`src/rtl/cmult_stream.sv`:
```
`default_nettype none
// +----------------------------------------------------------------------------+
// | Module      : cmult_stream                                                 |
// | Description : Streaming complex multiplier, A*B or A*conj(B), 4-stage      |
// |               pipeline with rounding, saturation/wrap and overflow stats.  |
// |               Define CMULT_STREAM_SAT_EN to clamp overflowed components.   |
// | Revision    : 1.0                                                          |
// +----------------------------------------------------------------------------+

module cmult_stream #(
    parameter int A_WIDTH   = 16,
    parameter int B_WIDTH   = 16,
    parameter int P_WIDTH   = 16,
    parameter int SHIFT     = 14,
    parameter int CNT_WIDTH = 16
) (
    input  logic                        clk,
    input  logic                        rst,
    input  logic                        in_valid,
    output logic                        in_ready,
    input  logic signed [A_WIDTH-1:0]   in_ar,
    input  logic signed [A_WIDTH-1:0]   in_ai,
    input  logic signed [B_WIDTH-1:0]   in_br,
    input  logic signed [B_WIDTH-1:0]   in_bi,
    input  logic                        in_conj,
    output logic                        out_valid,
    input  logic                        out_ready,
    output logic signed [P_WIDTH-1:0]   out_pr,
    output logic signed [P_WIDTH-1:0]   out_pi,
    output logic                        out_ovf,
    input  logic                        ovf_clr,
    output logic                        ovf_sticky,
    output logic [CNT_WIDTH-1:0]        ovf_cnt
);

    localparam int c_m_w = A_WIDTH + B_WIDTH;
    localparam int c_f_w = A_WIDTH + B_WIDTH + 2;
    // Extended width for limit comparison: always wider than both the
    // shifted sum and the output, so sign extension is lossless.
    localparam int c_e_w = ((P_WIDTH > c_f_w) ? P_WIDTH : c_f_w) + 1;

    localparam logic signed [c_e_w-1:0] c_pmax =
        {{(c_e_w-P_WIDTH+1){1'b0}}, {(P_WIDTH-1){1'b1}}};
    localparam logic signed [c_e_w-1:0] c_pmin = ~c_pmax;

    logic w_en;

    // Stage 1: input capture
    logic                       r_v1;
    logic                       r_cj1;
    logic signed [A_WIDTH-1:0]  r_ar;
    logic signed [A_WIDTH-1:0]  r_ai;
    logic signed [B_WIDTH-1:0]  r_br;
    logic signed [B_WIDTH-1:0]  r_bi;

    // Stage 2: partial products
    logic                       r_v2;
    logic                       r_cj2;
    logic signed [c_m_w-1:0]    r_p_rr;
    logic signed [c_m_w-1:0]    r_p_ii;
    logic signed [c_m_w-1:0]    r_p_ri;
    logic signed [c_m_w-1:0]    r_p_ir;

    // Stage 3: full-precision sum/difference
    logic                       r_v3;
    logic signed [c_f_w-1:0]    r_sum [2];
    logic signed [c_f_w-1:0]    w_sum [2];
    logic signed [c_f_w-1:0]    w_rr;
    logic signed [c_f_w-1:0]    w_ii;
    logic signed [c_f_w-1:0]    w_ri;
    logic signed [c_f_w-1:0]    w_ir;

    // Stage 4: rounded and limited result
    logic                       r_v4;
    logic signed [P_WIDTH-1:0]  r_res [2];
    logic                       r_ovf4;
    logic signed [P_WIDTH-1:0]  w_res [2];
    logic [1:0]                 w_ovf;

    // Overflow statistics
    logic                       w_consume;
    logic                       w_ovf_evt;
    logic                       r_sticky;
    logic [CNT_WIDTH-1:0]       r_cnt;

    assign w_en      = !r_v4 || out_ready;
    assign in_ready  = w_en;

    assign out_valid  = r_v4;
    assign out_pr     = r_res[0];
    assign out_pi     = r_res[1];
    assign out_ovf    = r_ovf4;
    assign ovf_sticky = r_sticky;
    assign ovf_cnt    = r_cnt;

    always_ff @(posedge clk or posedge rst) begin
        if (rst) begin
            r_v1  <= 1'b0;
            r_cj1 <= 1'b0;
            r_ar  <= '0;
            r_ai  <= '0;
            r_br  <= '0;
            r_bi  <= '0;
        end else if (w_en) begin
            r_v1  <= in_valid;
            r_cj1 <= in_conj;
            r_ar  <= in_ar;
            r_ai  <= in_ai;
            r_br  <= in_br;
            r_bi  <= in_bi;
        end
    end

    always_ff @(posedge clk or posedge rst) begin
        if (rst) begin
            r_v2   <= 1'b0;
            r_cj2  <= 1'b0;
            r_p_rr <= '0;
            r_p_ii <= '0;
            r_p_ri <= '0;
            r_p_ir <= '0;
        end else if (w_en) begin
            r_v2   <= r_v1;
            r_cj2  <= r_cj1;
            r_p_rr <= c_m_w'(r_ar) * c_m_w'(r_br);
            r_p_ii <= c_m_w'(r_ai) * c_m_w'(r_bi);
            r_p_ri <= c_m_w'(r_ar) * c_m_w'(r_bi);
            r_p_ir <= c_m_w'(r_ai) * c_m_w'(r_br);
        end
    end

    assign w_rr = c_f_w'(r_p_rr);
    assign w_ii = c_f_w'(r_p_ii);
    assign w_ri = c_f_w'(r_p_ri);
    assign w_ir = c_f_w'(r_p_ir);

    always_comb begin
        w_sum[0] = w_rr - w_ii;
        w_sum[1] = w_ri + w_ir;
        if (r_cj2) begin
            w_sum[0] = w_rr + w_ii;
            w_sum[1] = w_ir - w_ri;
        end
    end

    always_ff @(posedge clk or posedge rst) begin
        if (rst) begin
            r_v3     <= 1'b0;
            r_sum[0] <= '0;
            r_sum[1] <= '0;
        end else if (w_en) begin
            r_v3     <= r_v2;
            r_sum[0] <= w_sum[0];
            r_sum[1] <= w_sum[1];
        end
    end

    // Component 0 is the real part, component 1 the imaginary part.
    for (genvar k = 0; k < 2; k++) begin : g_comp
        logic signed [c_f_w-1:0]   w_rnd;
        logic signed [c_f_w-1:0]   w_sh;
        logic signed [c_e_w-1:0]   w_ext;
        logic signed [P_WIDTH-1:0] w_wrap;

        if (SHIFT > 0) begin : g_round
            localparam logic signed [c_f_w-1:0] c_half =
                {{(c_f_w-1){1'b0}}, 1'b1} <<< (SHIFT-1);
            assign w_rnd = r_sum[k] + c_half;
        end else begin : g_noround
            assign w_rnd = r_sum[k];
        end

        assign w_sh   = w_rnd >>> SHIFT;
        assign w_ext  = c_e_w'(w_sh);
        assign w_wrap = w_ext[P_WIDTH-1:0];
        // When the output is at least as wide as the shifted value this
        // comparison can never be true, so no overflow is ever reported.
        assign w_ovf[k] = (w_ext > c_pmax) || (w_ext < c_pmin);

`ifdef CMULT_STREAM_SAT_EN
        assign w_res[k] = !w_ovf[k] ? w_wrap :
                          (w_ext[c_e_w-1] ? c_pmin[P_WIDTH-1:0] : c_pmax[P_WIDTH-1:0]);
`else
        assign w_res[k] = w_wrap;
`endif
    end

    always_ff @(posedge clk or posedge rst) begin
        if (rst) begin
            r_v4     <= 1'b0;
            r_ovf4   <= 1'b0;
            r_res[0] <= '0;
            r_res[1] <= '0;
        end else if (w_en) begin
            r_v4     <= r_v3;
            r_ovf4   <= r_v3 && (|w_ovf);
            r_res[0] <= w_res[0];
            r_res[1] <= w_res[1];
        end
    end

    assign w_consume = r_v4 && out_ready;
    assign w_ovf_evt = w_consume && r_ovf4;

    // A clear coinciding with an overflowed consumption counts that sample.
    always_ff @(posedge clk or posedge rst) begin
        if (rst) begin
            r_sticky <= 1'b0;
            r_cnt    <= '0;
        end else if (ovf_clr) begin
            r_sticky <= w_ovf_evt;
            r_cnt    <= w_ovf_evt ? CNT_WIDTH'(1) : '0;
        end else if (w_ovf_evt) begin
            r_sticky <= 1'b1;
            if (r_cnt != '1) begin
                r_cnt <= r_cnt + CNT_WIDTH'(1);
            end
        end
    end

endmodule

`default_nettype wire

```
`config.mk`:
```
export PLATFORM = sky130hd
export DESIGN_NAME = cmult_stream
export DESIGN_NICKNAME = d
export VERILOG_FILES = /design/src/rtl/cmult_stream.sv
export SDC_FILE = /design/constraint.sdc
export NUM_CORES = 2
export LEC_CHECK = 0
export CAP_MARGIN = 10
export CORE_MARGIN = 1.5
export CORE_UTILIZATION = 52
export CTS_BUF_LIST = sky130_fd_sc_hd__clkbuf_2
export DETAILED_ROUTE_END_ITERATION = 8
export HOLD_SLACK_MARGIN = 0.15
export PLACE_DENSITY = 0.79
export RECOVER_POWER = 25
export SLEW_MARGIN = 15
export SYNTH_ARGS = -nofsm -noshare
export SYNTH_HDL_FRONTEND = slang
export SYNTH_SLANG_ARGS = --single-unit
export TNS_END_PERCENT = 1
```
`constraint.sdc`:
```
create_clock -name clk -period 13.23 [get_ports clk]
set_input_delay 2.646 -clock clk [delete_from_list [all_inputs] [get_ports clk]]
set_output_delay 2.646 -clock clk [all_outputs]
set_load 0.1 [all_outputs]
```
* Word level (Yosys, flattened, before mapping) *
Cells that the tools add are included.

word-level totals
  register bits after elaboration = 316
  input bits = 70
  output and inout bits = 52
  logic and storage cells = 55

cells by class
  add/subtract/negate cells = 7
  $mul = 4
  magnitude comparators = 4
  equal/unequal tests = 1
  muxes and demuxes = 7
  reduce and logical (&&, ||, !) cells = 11

operator list
  kind                                                             count
  multiplier 16 x 16 -> 32 bit                                     4
  adder 34 x 15 -> 34 bit, second input constant                   2
  two-way mux 68 bit                                               1
  adder 32 x 32 -> 33 bit                                          2
  subtractor 32 x 32 -> 33 bit                                     2
  two-way mux 16 bit                                               3
  greater-than comparator 20 x 16 -> 1 bit, second input constant  2
  less-than comparator 20 x 16 -> 1 bit, second input constant     2
  adder 16 x 1 -> 16 bit, second input constant                    1
  != test 16 bit, second input constant                            1
  nonzero test 2 bit                                               2
  logical AND 1 bit                                                3
  logical OR 1 bit                                                 3
  two-way mux 1 bit                                                3
  AND reduction 2 bit                                              1
  OR reduction 2 bit                                               1
  zero test 1 bit                                                  1

* Logic depth before layout (Yosys ltp) *
  word-level depth = 5
  gate-level depth with buffers = 27
  gate-level depth less buffers = 25

* Least setup slack after synthesis *
OpenSTA, ideal clock, no wires.

  path type = in2out
  from = in out_ready
  to = out in_ready
  data arrival time = 4.249 ns
  data required time = 10.584 ns
  setup slack = 6.335 ns
  stages on the path = 5
  buffers on the path = 3
  cell sequence = nor2b_1 clkbuf_1 inv_1 clkbuf_1 clkbuf_1

on the way
  longest elaborated chain between the ends = 1

RTL lines
  element             RTL line  RTL
  start: declaration  27        input logic out_ready,
  logical OR 1 bit    86        assign w_en = !r_v4 || out_ready;
  end: declaration    20        output logic in_ready,

Every way passes these cells.

==> flow_summary.yaml <==
outcome:
  status: "finished, violations left"
  failed_checks: "capacitance limit, slew limit"
floorplan:
  pin_count: 122
  die_h_um: 324.6
  initial_core_util: 0.5264
  row_count: 117
  die_width_um: 324.6
  core_area_um2: 102200
  dieArea_um2: 105400
route:
  wl_um: 139000
  firstDrtPassIters: 6
  num_vias: 40660
  dr.first_iter.drc_count: 3145
  avgRoutedWirePerCell_um: 18.71
  postRouteAntennaNets: 0
  drt-vias-per-instance: 5.471
  drc: 0
yosys:
  ys.flop_type: "dfrtp_1"
  synthDistinctLibCells: 73
  yosysTopAreaCell: "fa_1"
  synth.area.top_cells: "fa_1 (39%), dfrtp_1 (13%), ha_1 (9.2%)"
  postSynthAreaPerCell_um2: 8.968
  synth_nets: 7511
  syn-instance-count: 5998
  synth_edf_count: 0
  netlist_area_um2: 53790
  ys_seq_area_frac: 0.1340
  yosysTopAreaCellShare: 0.3900
  async_reset_ff_frac: 1.000
  yosys_warnings: 0
  synth_seq_cells: 288
timing:
  hold_viol_final: 0
  max_slew_margin: -2.285
  tightest_slew_ns: 4.900
  fin_crit_ns: 8.055
  setup_tns_ns: 0
  fmax_ghz: 0.1241
  fin_worst_skew_ns: 0.1710
  drv_slew: 244
  grt_setup_unrepaired: "no"
  period_share: 0.6089
  finalSetupViolations: 0
finish:
  drive_gt1_frac: 0.03712
  area_delta_synth_final_pct: 5.987
  fin_nets: 7520
  post-route-util: 0.5579
  finalNonFillerCells: 7431
setup_path:
  end_kind: "async pin"
  startpoint_type: "input port"
  cp_data_required_time_ns: 14.42
  arrival_ns: 9.24
  worstPathMaxFanout: 105
  path_class: "input port to async pin"
clock_tree:
  clk_latency_ns: 1.26
  cts_tree: "done"
  post_cts_buffers: 0
  cts_max_level: 3
  ctsHoldBuffers: 0
  root_buffer: "clkbuf_2"
  clkSinkCount: 288
  cts_resized: 0
  cts.path.max_buffers: 3
  path_clk_slew_ns: 0.11
  numCtsBuffers: 82
global_route:
  grt_antenna_before_repair: 8
  grt_pass1_vias: 43010
  grt_pass1_wl_um: 225900
  grt_overflow: 0
  grt_max_degree: 193
  gr-usage-all-layers: 0.2701
flow_run:
  maxCapViolCount: 3
place:
  io_buffers: 121
  gp_congestion: 0.9564
  placedCellCount: 7291
  hpwlAfterDp_um: 106100
min_path:
  hold_class: "register to register"
registers in the layout, summed over array words and instances (netlist names):
name / count
ovf_sticky: 1
r_p_ir: 32
r_p_rr: 32
r_ar: 16
r_v2: 1
out_valid: 1
out_pi: 16
r_bi: 16
out_pr: 16
r_p_ii: 32
out_ovf: 1
ovf_cnt: 16
r_p_ri: 32
r_cj1: 1
r_v1: 1
r_v3: 1
r_cj2: 1
r_br: 16
r_ai: 16
r_sum: 40
critical path: stages:
cell and delay, ns:
dlygate4sd3_1 0.55, clkinvlp_2 2.71, clkbuf_1 2.23, buf_4 0.91
cells in the mapped netlist, types with 6 or more instances:
master,n
fa_1,1048
inv_1,1201
nor3_1,37
or4_1,8
o21bai_1,16
a31oi_1,20
a211o_1,7
clkbuf_1,262
nand2b_1,39
o21ai_0,169
and2_1,489
nand4_1,19
nor2b_1,14
o211ai_1,6
dfrtp_1,288
o31ai_1,14
a211oi_1,13
a21oi_1,237
ha_1,395
nand3_1,45
and4_1,6
xnor2_1,149
nor2_1,262
and3_1,28
o21a_1,23
nor3b_1,7
a21o_1,61
or3_1,12
nand2_1,903
nor4_1,12
xor2_1,127
path summary, 6_finish.rpt:
| check | start | end | slack (ns) | cells after the start |
|---|---|---|---|---|
| min in group asynchronous | rst | r_bi[15]$_DFFE_PP0P_ | 3.41 | 2 |
| max in group clk | out_ready | in_ready | 5.26 | 4 |
| worst max-delay path | rst | r_br[5]$_DFFE_PP0P_ | 5.17 | 4 |
| worst min-delay path | r_p_ir[0]$_DFFE_PP0P_ | r_p_ir[0]$_DFFE_PP0P_ | 0.47 | 2 |
| worst min register to register | r_p_ir[0]$_DFFE_PP0P_ | r_p_ir[0]$_DFFE_PP0P_ | 0.47 | 2 |
| worst max register to register | r_br[5]$_DFFE_PP0P_ | r_p_rr[29]$_DFFE_PP0P_ | 5.72 | 22 |
metal layers:
layer | share of wire | routed length, um | vias to the layer above | track usage
li1 | - | - | 18130 | -
met1 | 0.39 | 54580 | 20340 | 0.3500
met2 | 0.45 | 62990 | 1790 | 0.4269
met3 | 0.11 | 14920 | 387 | 0.07297
met4 | 0.047 | 6494 | 10 | 0.1163
met5 | 0.00048 | 67 | - | 0
metrics by stage:
step / setup slack (ns) / hold WS [ns] / cell area [um^2]
global placement: 5.514 / 0.4424 / 56290
global route: 4.011 / 0.5080 / 57010
detailed placement: 5.527 / 0.4480 / 56290
finish: 5.175 / 0.4706 / 57010
floorplan: 2.635 / 0.4300 / 53790
CTS: 5.517 / 0.4747 / 57030
final cells by class:
type                       count  area (um^2)
sequential                   288         7218
fill                        8962        45170
tap                         1368         1712
clock buffer                 107        535.5
inverter                    1202         4521
antenna                        1        2.502
clock inverter                32        203.9
multi-input combinational   4241        41070
timing repair buffer         192         1749
layout by cell type, fill, tap and decap left out, types with 23 or more instances in the layout:
cell type	n
ha_1	395
nand2_1	903
xnor2_1	149
nand3_1	45
nor2_1	262
and3_1	28
clkbuf_2	107
o21ai_0	169
dfrtp_1	279
nand2b_1	39
xor2_1	127
a21o_1	61
and2_1	489
fa_1	1048
o21a_1	23
buf_4	68
nor3_1	37
inv_1	1199
clkdlybuf4s50_1	118
a21oi_1	237
kinds of logic (layout without fill, tap and decap cells):
family	count (synthesis)	count (layout)	share of synthesized area
simple gates	1898	1898	0.1660
mux	5	5	0.0009537
xor+xnor	276	276	0.04494
compound gates	619	619	0.06974
flops	288	288	0.1340
other cells	0	1	0
buf+inv	1469	1533	0.1025
fa+ha+maj	1443	1443	0.4819
Power is left out: the tool's default activity adds up to more than one toggle a clock period on the data nets, which glitch-free logic cannot reach.
